[config.mk]
export PLATFORM = sky130hd
export DESIGN_NAME = regfile_cmd_sequencer
export DESIGN_NICKNAME = d
export VERILOG_FILES = /design/src/rtl/regfile_cmd_sequencer.sv
export SDC_FILE = /design/constraint.sdc
export NUM_CORES = 1
export LEC_CHECK = 0
export CORE_AREA = 2 2 168 170
export DETAILED_ROUTE_END_ITERATION = 7
export DIE_AREA = 0 0 170 172
export PLACE_DENSITY = 0.72
export SYNTH_ARGS = -nofsm -noshare
export SYNTH_HDL_FRONTEND = slang
export SYNTH_SLANG_ARGS = --single-unit
[constraint.sdc]
create_clock -name Clk -period 4.45 [get_ports Clk]
set_clock_uncertainty 0.1 [all_clocks]
set_input_delay 0.445 -clock Clk [delete_from_list [all_inputs] [get_ports Clk]]
set_output_delay 0.445 -clock Clk [all_outputs]
set_load 0.005 [all_outputs]
[src/rtl/regfile_cmd_sequencer.sv]
// Command-side master for the 32-entry register file: sequences read, write and bulk-init commands.
// Build option REGFILE_SEQ_PATTERN_INIT_EN: INIT writes Xn=n instead of zero.
module regfile_cmd_sequencer #(
    parameter int DATA_W   = 64,
    parameter int ADDR_W   = 5,
    parameter int ZERO_REG = 31
) (
    input  logic              Clk,
    input  logic              ResetL,
    input  logic              CmdValid,
    output logic              CmdReady,
    input  logic [1:0]        CmdOp,
    input  logic [ADDR_W-1:0] CmdRA,
    input  logic [ADDR_W-1:0] CmdRB,
    input  logic [ADDR_W-1:0] CmdRW,
    input  logic [DATA_W-1:0] CmdData,
    output logic              RspValid,
    input  logic              RspReady,
    output logic [DATA_W-1:0] RspA,
    output logic [DATA_W-1:0] RspB,
    output logic              RspErr,
    output logic              Busy,
    output logic [ADDR_W-1:0] RA,
    output logic [ADDR_W-1:0] RB,
    output logic [ADDR_W-1:0] RW,
    output logic [DATA_W-1:0] BusW,
    output logic              RegWr,
    input  logic [DATA_W-1:0] BusA,
    input  logic [DATA_W-1:0] BusB,
    output logic [2:0]        dbg_state
);

    typedef enum logic [2:0] {
        S_IDLE = 3'd0,
        S_RD   = 3'd1,
        S_WR   = 3'd2,
        S_INIT = 3'd3,
        S_RSP  = 3'd4
    } state_t;

    localparam logic [1:0] OP_READ  = 2'b00;
    localparam logic [1:0] OP_WRITE = 2'b01;
    localparam logic [1:0] OP_INIT  = 2'b10;

    localparam logic [ADDR_W-1:0] ZERO_IDX      = ADDR_W'(ZERO_REG);
    localparam logic [ADDR_W-1:0] LAST_INIT_IDX = ADDR_W'(ZERO_REG - 1);

    state_t            state;
    logic [ADDR_W-1:0] rw_next;
    logic [DATA_W-1:0] init_word_next;

    assign rw_next = RW + 1'b1;

`ifdef REGFILE_SEQ_PATTERN_INIT_EN
    assign init_word_next = DATA_W'(rw_next);
`else
    assign init_word_next = '0;
`endif

    // Valid/ready: a command transfers on a rising edge with CmdValid && CmdReady, a
    // response on a rising edge with RspValid && RspReady; RspValid and the response
    // payload hold unchanged until that transfer.
    assign CmdReady  = (state == S_IDLE);
    assign Busy      = (state != S_IDLE);
    assign dbg_state = state;

    always_ff @(posedge Clk or negedge ResetL) begin
        if (!ResetL) begin
            state    <= S_IDLE;
            RA       <= '0;
            RB       <= '0;
            RW       <= '0;
            BusW     <= '0;
            RegWr    <= 1'b0;
            RspValid <= 1'b0;
            RspA     <= '0;
            RspB     <= '0;
            RspErr   <= 1'b0;
        end else begin
            case (state)
                S_IDLE: begin
                    if (CmdValid) begin
                        case (CmdOp)
                            OP_READ: begin
                                RA    <= CmdRA;
                                RB    <= CmdRB;
                                state <= S_RD;
                            end
                            OP_WRITE: begin
                                RW    <= CmdRW;
                                BusW  <= CmdData;
                                RegWr <= (CmdRW != ZERO_IDX);
                                state <= S_WR;
                            end
                            OP_INIT: begin
                                RW    <= '0;
                                BusW  <= '0;
                                RegWr <= 1'b1;
                                state <= S_INIT;
                            end
                            default: begin
                                RspA     <= '0;
                                RspB     <= '0;
                                RspErr   <= 1'b1;
                                RspValid <= 1'b1;
                                state    <= S_RSP;
                            end
                        endcase
                    end
                end
                S_RD: begin
                    RspA     <= BusA;
                    RspB     <= BusB;
                    RspErr   <= 1'b0;
                    RspValid <= 1'b1;
                    state    <= S_RSP;
                end
                S_WR: begin
                    // The register file committed on the falling edge of the previous cycle.
                    RegWr    <= 1'b0;
                    RspA     <= '0;
                    RspB     <= '0;
                    RspErr   <= (RW == ZERO_IDX);
                    RspValid <= 1'b1;
                    state    <= S_RSP;
                end
                S_INIT: begin
                    // RW doubles as the init counter and stops one short of the zero register.
                    if (RW == LAST_INIT_IDX) begin
                        RegWr    <= 1'b0;
                        RspA     <= '0;
                        RspB     <= '0;
                        RspErr   <= 1'b0;
                        RspValid <= 1'b1;
                        state    <= S_RSP;
                    end else begin
                        RW   <= rw_next;
                        BusW <= init_word_next;
                    end
                end
                S_RSP: begin
                    if (RspReady) begin
                        RspValid <= 1'b0;
                        state    <= S_IDLE;
                    end
                end
                default: begin
                    RegWr    <= 1'b0;
                    RspValid <= 1'b0;
                    state    <= S_IDLE;
                end
            endcase
        end
    end

endmodule

---- After elaboration in Yosys (flattened, before gate mapping) ----
Index checks and enable logic that the tools add are counted.
storage, ports and cells
  memory bits (writable) .................. 0
  output and inout port bits .............. 215
  input bits .............................. 213
  ROM bits ................................ 0
  register bits ........................... 213
  bits in latches ......................... 0
  memories ................................ 0
cells by class
  add/sub/neg operators ................... 1
  bitwise operators ....................... 1
  muxes and demuxes ....................... 28
  $mul .................................... 0
  order comparisons ....................... 0
  shift-type cells ........................ 0
  reduce and logical (&&, ||, !) cells .... 14
  equal/unequal tests ..................... 15
  div/mod/pow operators ................... 0
operators by type and width
  operator                                                               count
  64-bit case mux with 4 select lines                                    2
  64-bit 2-to-1 mux                                                      5
  64-bit case mux with 2 select lines                                    2
  5-bit case mux with 2 select lines                                     2
  4-bit AND reduction                                                    4
  3-bit case mux with 4 select lines                                     1
  5-bit equality test, second input constant                             2
  5-bit 2-to-1 mux                                                       2
  2-bit != test, second input constant                                   5
  3-bit 2-to-1 mux                                                       3
  3-bit case mux with 3 select lines                                     1
  1-bit case mux with 4 select lines                                     2
  3-bit by 2-bit equality test with 1-bit output, second input constant  2
  1-bit 2-to-1 mux                                                       6
  3-bit AND reduction                                                    2
  5-bit by 1-bit adder with 5-bit output, second input constant          1
  5-bit != test, second input constant                                   1
  4-bit nonzero test                                                     1
  2-bit OR reduction                                                     2
  3-bit by 1-bit equality test with 1-bit output, second input constant  1
  3-bit equality test, second input constant                             1
  3-bit logical NOT                                                      1
  3-bit by 1-bit != test with 1-bit output, second input constant        1
  1-bit case mux with 3 select lines                                     1
  8 further kinds                                                        8

---- Longest topological paths before layout ----
  depth after elaboration ................. 5
  mapped depth ............................ 9
  gate-level depth less buffers ........... 6

---- Worst setup path before layout ----
No wires, ideal clock.
  kind .................................... reg-to-reg
  start ................................... reg RW[0]
  end ..................................... reg RspB[45]
  data arrival time ....................... 1.751 ns
  path buffers ............................ 3
  path slack .............................. 2.479 ns
  required time ........................... 4.229 ns
  cell stages (with the launch flop) ...... 9
  setup time .............................. 0.121 ns
  path through ............................ dfrtp_1 -> inv_1 -> ha_1 -> nand4_1 -> a311o_1 -> buf_2 -> buf_6 -> buf_6 -> a22o_1
between the ends
  longest elaborated chain between the ends .. 3
RTL lines
  what                                  RTL line  RTL
  from (decl)                           25        output logic [ADDR_W-1:0] RW,
  from (signal assigned)                90        RW <= CmdRW;
  from (signal assigned)                137       RW <= rw_next;
  5-bit equality test                   129       if (RW == LAST_INIT_IDX) begin
  2-bit != test (no source line)        --
  4-bit AND reduction (no source line)  --
  to (signal assigned)                  113       RspB <= BusB;
  to (decl)                             20        output logic [DATA_W-1:0] RspB,
Every way passes these cells.
A chain may end at the register's enable or synchronous reset.

---- Worst setup path after layout ----
  start ................................... in CmdOp[0]
  end ..................................... reg BusW[43]
between the ends
  longest elaborated chain between the ends .. 4
RTL lines
  what                                                                                          RTL line  RTL
  from (decl)                                                                                   12        input logic [1:0] CmdOp,
  2-bit equality test / 2-bit by 1-bit equality test with 1-bit output (equally long branches)  83        case (CmdOp)
  64-bit case mux with 2 select lines                                                           83
  64-bit 2-to-1 mux                                                                             82        if (CmdValid) begin
  64-bit case mux with 2 select lines                                                           80        case (state)
  to (signal assigned)                                                                          91        BusW <= CmdData;
  to (signal assigned)                                                                          138       BusW <= init_word_next;
  to (decl)                                                                                     26        output logic [DATA_W-1:0] BusW,
Several ways; a longest one is shown, not always the timed one. The select of a mux whose other input is x is not followed.

==> flow_metrics.env <==
export IMPL_status="finished, final reports clean"
export IMPL_ys_ff_latch=213
export IMPL_switching_share_pct=30.97
export IMPL_fin_cells=1443
export IMPL_preCtsSetupSlack_ps=1180
export IMPL_ff2ff_setup_slack_ps=2100
export IMPL_antenna_found_initial=2
export IMPL_power_frac_clock_pct=25.5
export IMPL_grt_use_met3_pct=7.965
export IMPL_crit_fanout=33
export IMPL_tightest_slew_ps=967.4
export IMPL_ys_seq_area_share_pct=65.44
export IMPL_crit_reg2reg_launch="RW[0]"
export IMPL_holdPathStages=2
export IMPL_whs_endpoint="BusW[22]"
export IMPL_area_growth_pct=65.94
export IMPL_peakVddDrop_uv=420.0
export IMPL_layout_commonest_cell="clkdlybuf4s50_1"
export IMPL_rsz0062_at_grt="false"
export IMPL_powerDensity_mw_per_mm2=593.6
export IMPL_final_layout_size_suffix_gt1_share_pct=6.478
export IMPL_pwr_share_seq_pct=36.6
export IMPL_reg2reg_to="RspA[21]"
export IMPL_finalHoldViolations=0
export IMPL_drcViolationCount=0
export IMPL_max_clock_path_buffers=3
export IMPL_dp_cells=1397
export IMPL_layout_setup_ws_ps=1683
export IMPL_synth_nets=889
export IMPL_maxCapViolations=0
export IMPL_total_power_mw=8.023
export IMPL_arrival_ps=3110
export IMPL_cts_made_buffers=24
export IMPL_min_period_ps=2767
export IMPL_place_congestion=0.7946
export IMPL_critPathLaunchType="input pin"
export IMPL_p_int_mw=5.538
export IMPL_hp_class="reg2reg"
export IMPL_critPathKind="in2reg"
export IMPL_cts_max_level=1
export IMPL_dieArea_mm2=0.02924
export IMPL_layout_common_cells="clkdlybuf4s50_1 (426), dfrtp_1 (213), nand2_1 (135)"
export IMPL_synth_distinct_cells=38
export IMPL_coreArea_mm2=0.02748
export IMPL_setup_viol=0
export IMPL_ant_nets=0
export IMPL_synth_cells=668
export IMPL_grt_max_degree=133
export IMPL_wl_per_cell_um=19.14
export IMPL_track_usage_pct=17.96
export IMPL_cp_end_kind="flip-flop"
export IMPL_leakagePower_nw=6.096
export IMPL_grt_pass1_wl_mm=40.82
export IMPL_tns_ps=0
export IMPL_avgViaCountPerCell=4.823
export IMPL_min_from="BusW[22]"
export IMPL_clk_pin_slew_ps=60
export IMPL_clock_fmax_mhz=361.4
export IMPL_cts_tree="built"
export IMPL_cp_required_ps=4800
export IMPL_post_synth_instance_area_mm2=0.008145
export IMPL_drt_total_wl_mm=27.61
export IMPL_grt_util_met2_pct=31.07
export IMPL_via_count=6960
export IMPL_drtPass1Iterations=4
export IMPL_worstSkewPairLatency_ps=510
export IMPL_syn_avg_cell_area_um2=12.19
export IMPL_ios=428
export IMPL_die_h_um=172
export IMPL_synth_warnings=0
export IMPL_relSlewSlack_pct=35.50
export IMPL_p_switching_mw=2.485
export IMPL_ctsRootBufferMaster="clkbuf_16"
export IMPL_final_core_util_pct=49.19
export IMPL_first_iter_violations=461
export IMPL_portBuffers=427
export IMPL_cts_resized=0
export IMPL_initial_core_util_pct=29.64
export IMPL_reg2reg_depth=6
export IMPL_dp_hpwl_mm=19.45
export IMPL_drv_slew=0
export IMPL_fin_nets=1299
export IMPL_die_x_um=170
export IMPL_clock_sinks=213
export IMPL_globalRouteOverflowTotal=0
export IMPL_grt_pass1_vias=6929
export IMPL_rows=61
export IMPL_p_comb_share_pct=37.9
export IMPL_min_period_over_period_pct=62.19
export IMPL_use_met1_pct=20.23
export IMPL_busiest_layer="met2"
[flip-flops by register name (all words and copies together), names as in the netlist, 3 cells and up]
name and flops:
BusW 64, RspA 64, RspB 64, RA 5, RB 5, dbg_state 3, RW 5
[routing by layer]
| metal | vias up | wire length [um] |
|---|---|---|
| met3 | 38 | 3201 |
| li1 | 3202 | - |
| met4 | 0 | 660 |
| met5 | - | 0 |
| met2 | 322 | 13460 |
| met1 | 3398 | 10290 |
[cells by family (layout without fill, tap and decap cells)]
logic type,count (synthesis),after routing,share of synthesized area (%)
multiplexers,12,12,1.659
other,0,1,0
adder cells (fa/ha/maj),8,8,1.229
flip-flops,213,213,65.44
AND/OR/NAND/NOR,222,222,11.89
buffers and inverters,60,488,3.886
AO/OA/AOI/OAI,153,153,15.90
[Yosys cell counts]
| cell | n | area share, % |
|---|---|---|
| a22o_1 | 128 | 14 |
| and3_1 | 2 | 0.15 |
| clkbuf_1 | 19 | 0.88 |
| inv_1 | 5 | 0.23 |
| o21ai_0 | 10 | 0.61 |
| ha_1 | 8 | 1.2 |
| and4b_1 | 1 | 0.12 |
| nand3_1 | 68 | 4.2 |
| a31oi_1 | 3 | 0.23 |
| o41ai_1 | 1 | 0.11 |
| nor2_1 | 5 | 0.23 |
| nand2_1 | 135 | 6.2 |
| o31ai_2 | 1 | 0.15 |
| dfrtp_1 | 213 | 65 |
| o211ai_1 | 1 | 0.092 |
| a211oi_1 | 1 | 0.092 |
| nand4_1 | 1 | 0.077 |
| nand3b_1 | 1 | 0.092 |
| buf_2 | 16 | 0.98 |
| o32ai_1 | 1 | 0.11 |
| nor3b_1 | 2 | 0.18 |
| a21oi_1 | 3 | 0.18 |
| a311o_1 | 1 | 0.12 |
| a2bb2oi_2 | 1 | 0.18 |
| and3b_1 | 1 | 0.11 |
| buf_4 | 1 | 0.092 |
| o22ai_2 | 1 | 0.15 |
| buf_6 | 9 | 1.2 |
| nor3_2 | 1 | 0.12 |
| o31ai_1 | 1 | 0.092 |
| inv_2 | 1 | 0.046 |
| and2_1 | 1 | 0.077 |
| nor2_2 | 1 | 0.077 |
| nor3_1 | 1 | 0.061 |
| buf_1 | 9 | 0.41 |
| and4_1 | 1 | 0.11 |
| mux2_2 | 12 | 1.7 |
| nor2b_1 | 1 | 0.077 |
[repair_timing]
| item | CTS | global route |
|---|---|---|
| hold endpoints to repair | 74 | 0 |
| hold buffers | 1 | 0 |
| buffers inserted | 0 | 0 |
| endpoints found under the setup margin | 0 | 0 |
[how the worst max path moves through the flow]
stage	from	end	slack, ps
final	CmdOp[0]	BusW[43]	1680
after global routing	CmdOp[0]	BusW[25]	1500
after CTS	CmdOp[0]	BusW[43]	1710
after detailed placement	CmdOp[0]	BusW[46]	1180
after global placement	CmdOp[0]	BusW[1]	1260
after floorplan	RW[0]	RspB[45]	2480
[worst max-delay path: stages]
cell and delay (ps):
clkdlybuf4s50_1 510, inv_1 100, ha_1 240, o21ai_0 600, a2bb2oi_4 570, buf_4 450
nand2_1 100, nand2_1 70
[power by group through the flow]
stage                     registers [mW]  clock network [mW]  logic [mW]
after global placement              2.95                   0        3.04
after global routing                3.01                2.19        3.31
after CTS                           2.94                2.11        3.09
after detailed placement            2.95                   0        3.07
final                               2.93                2.05        3.04
after floorplan                     2.95                   0        1.28
[cell type report]
cell class,count,area (um2)
fillers,2434,13960
clock inverters,9,100.1
diodes,1,2.502
inverters,6,22.52
well taps,346,432.9
multi-input cells,395,2529
flip-flops and latches,213,5330
clock buffers,35,723.2
repair buffers,438,4377
[metrics by stage]
step | instance area, um2 | hold slack (ps)
finish | 13520 | 365.4
global route | 13510 | 357.5
CTS | 13510 | 342.4
detailed placement | 12680 | 357.2
global placement | 12680 | 349.8
floorplan | 8145 | 49.41
Power figures use the tool's default switching activity.
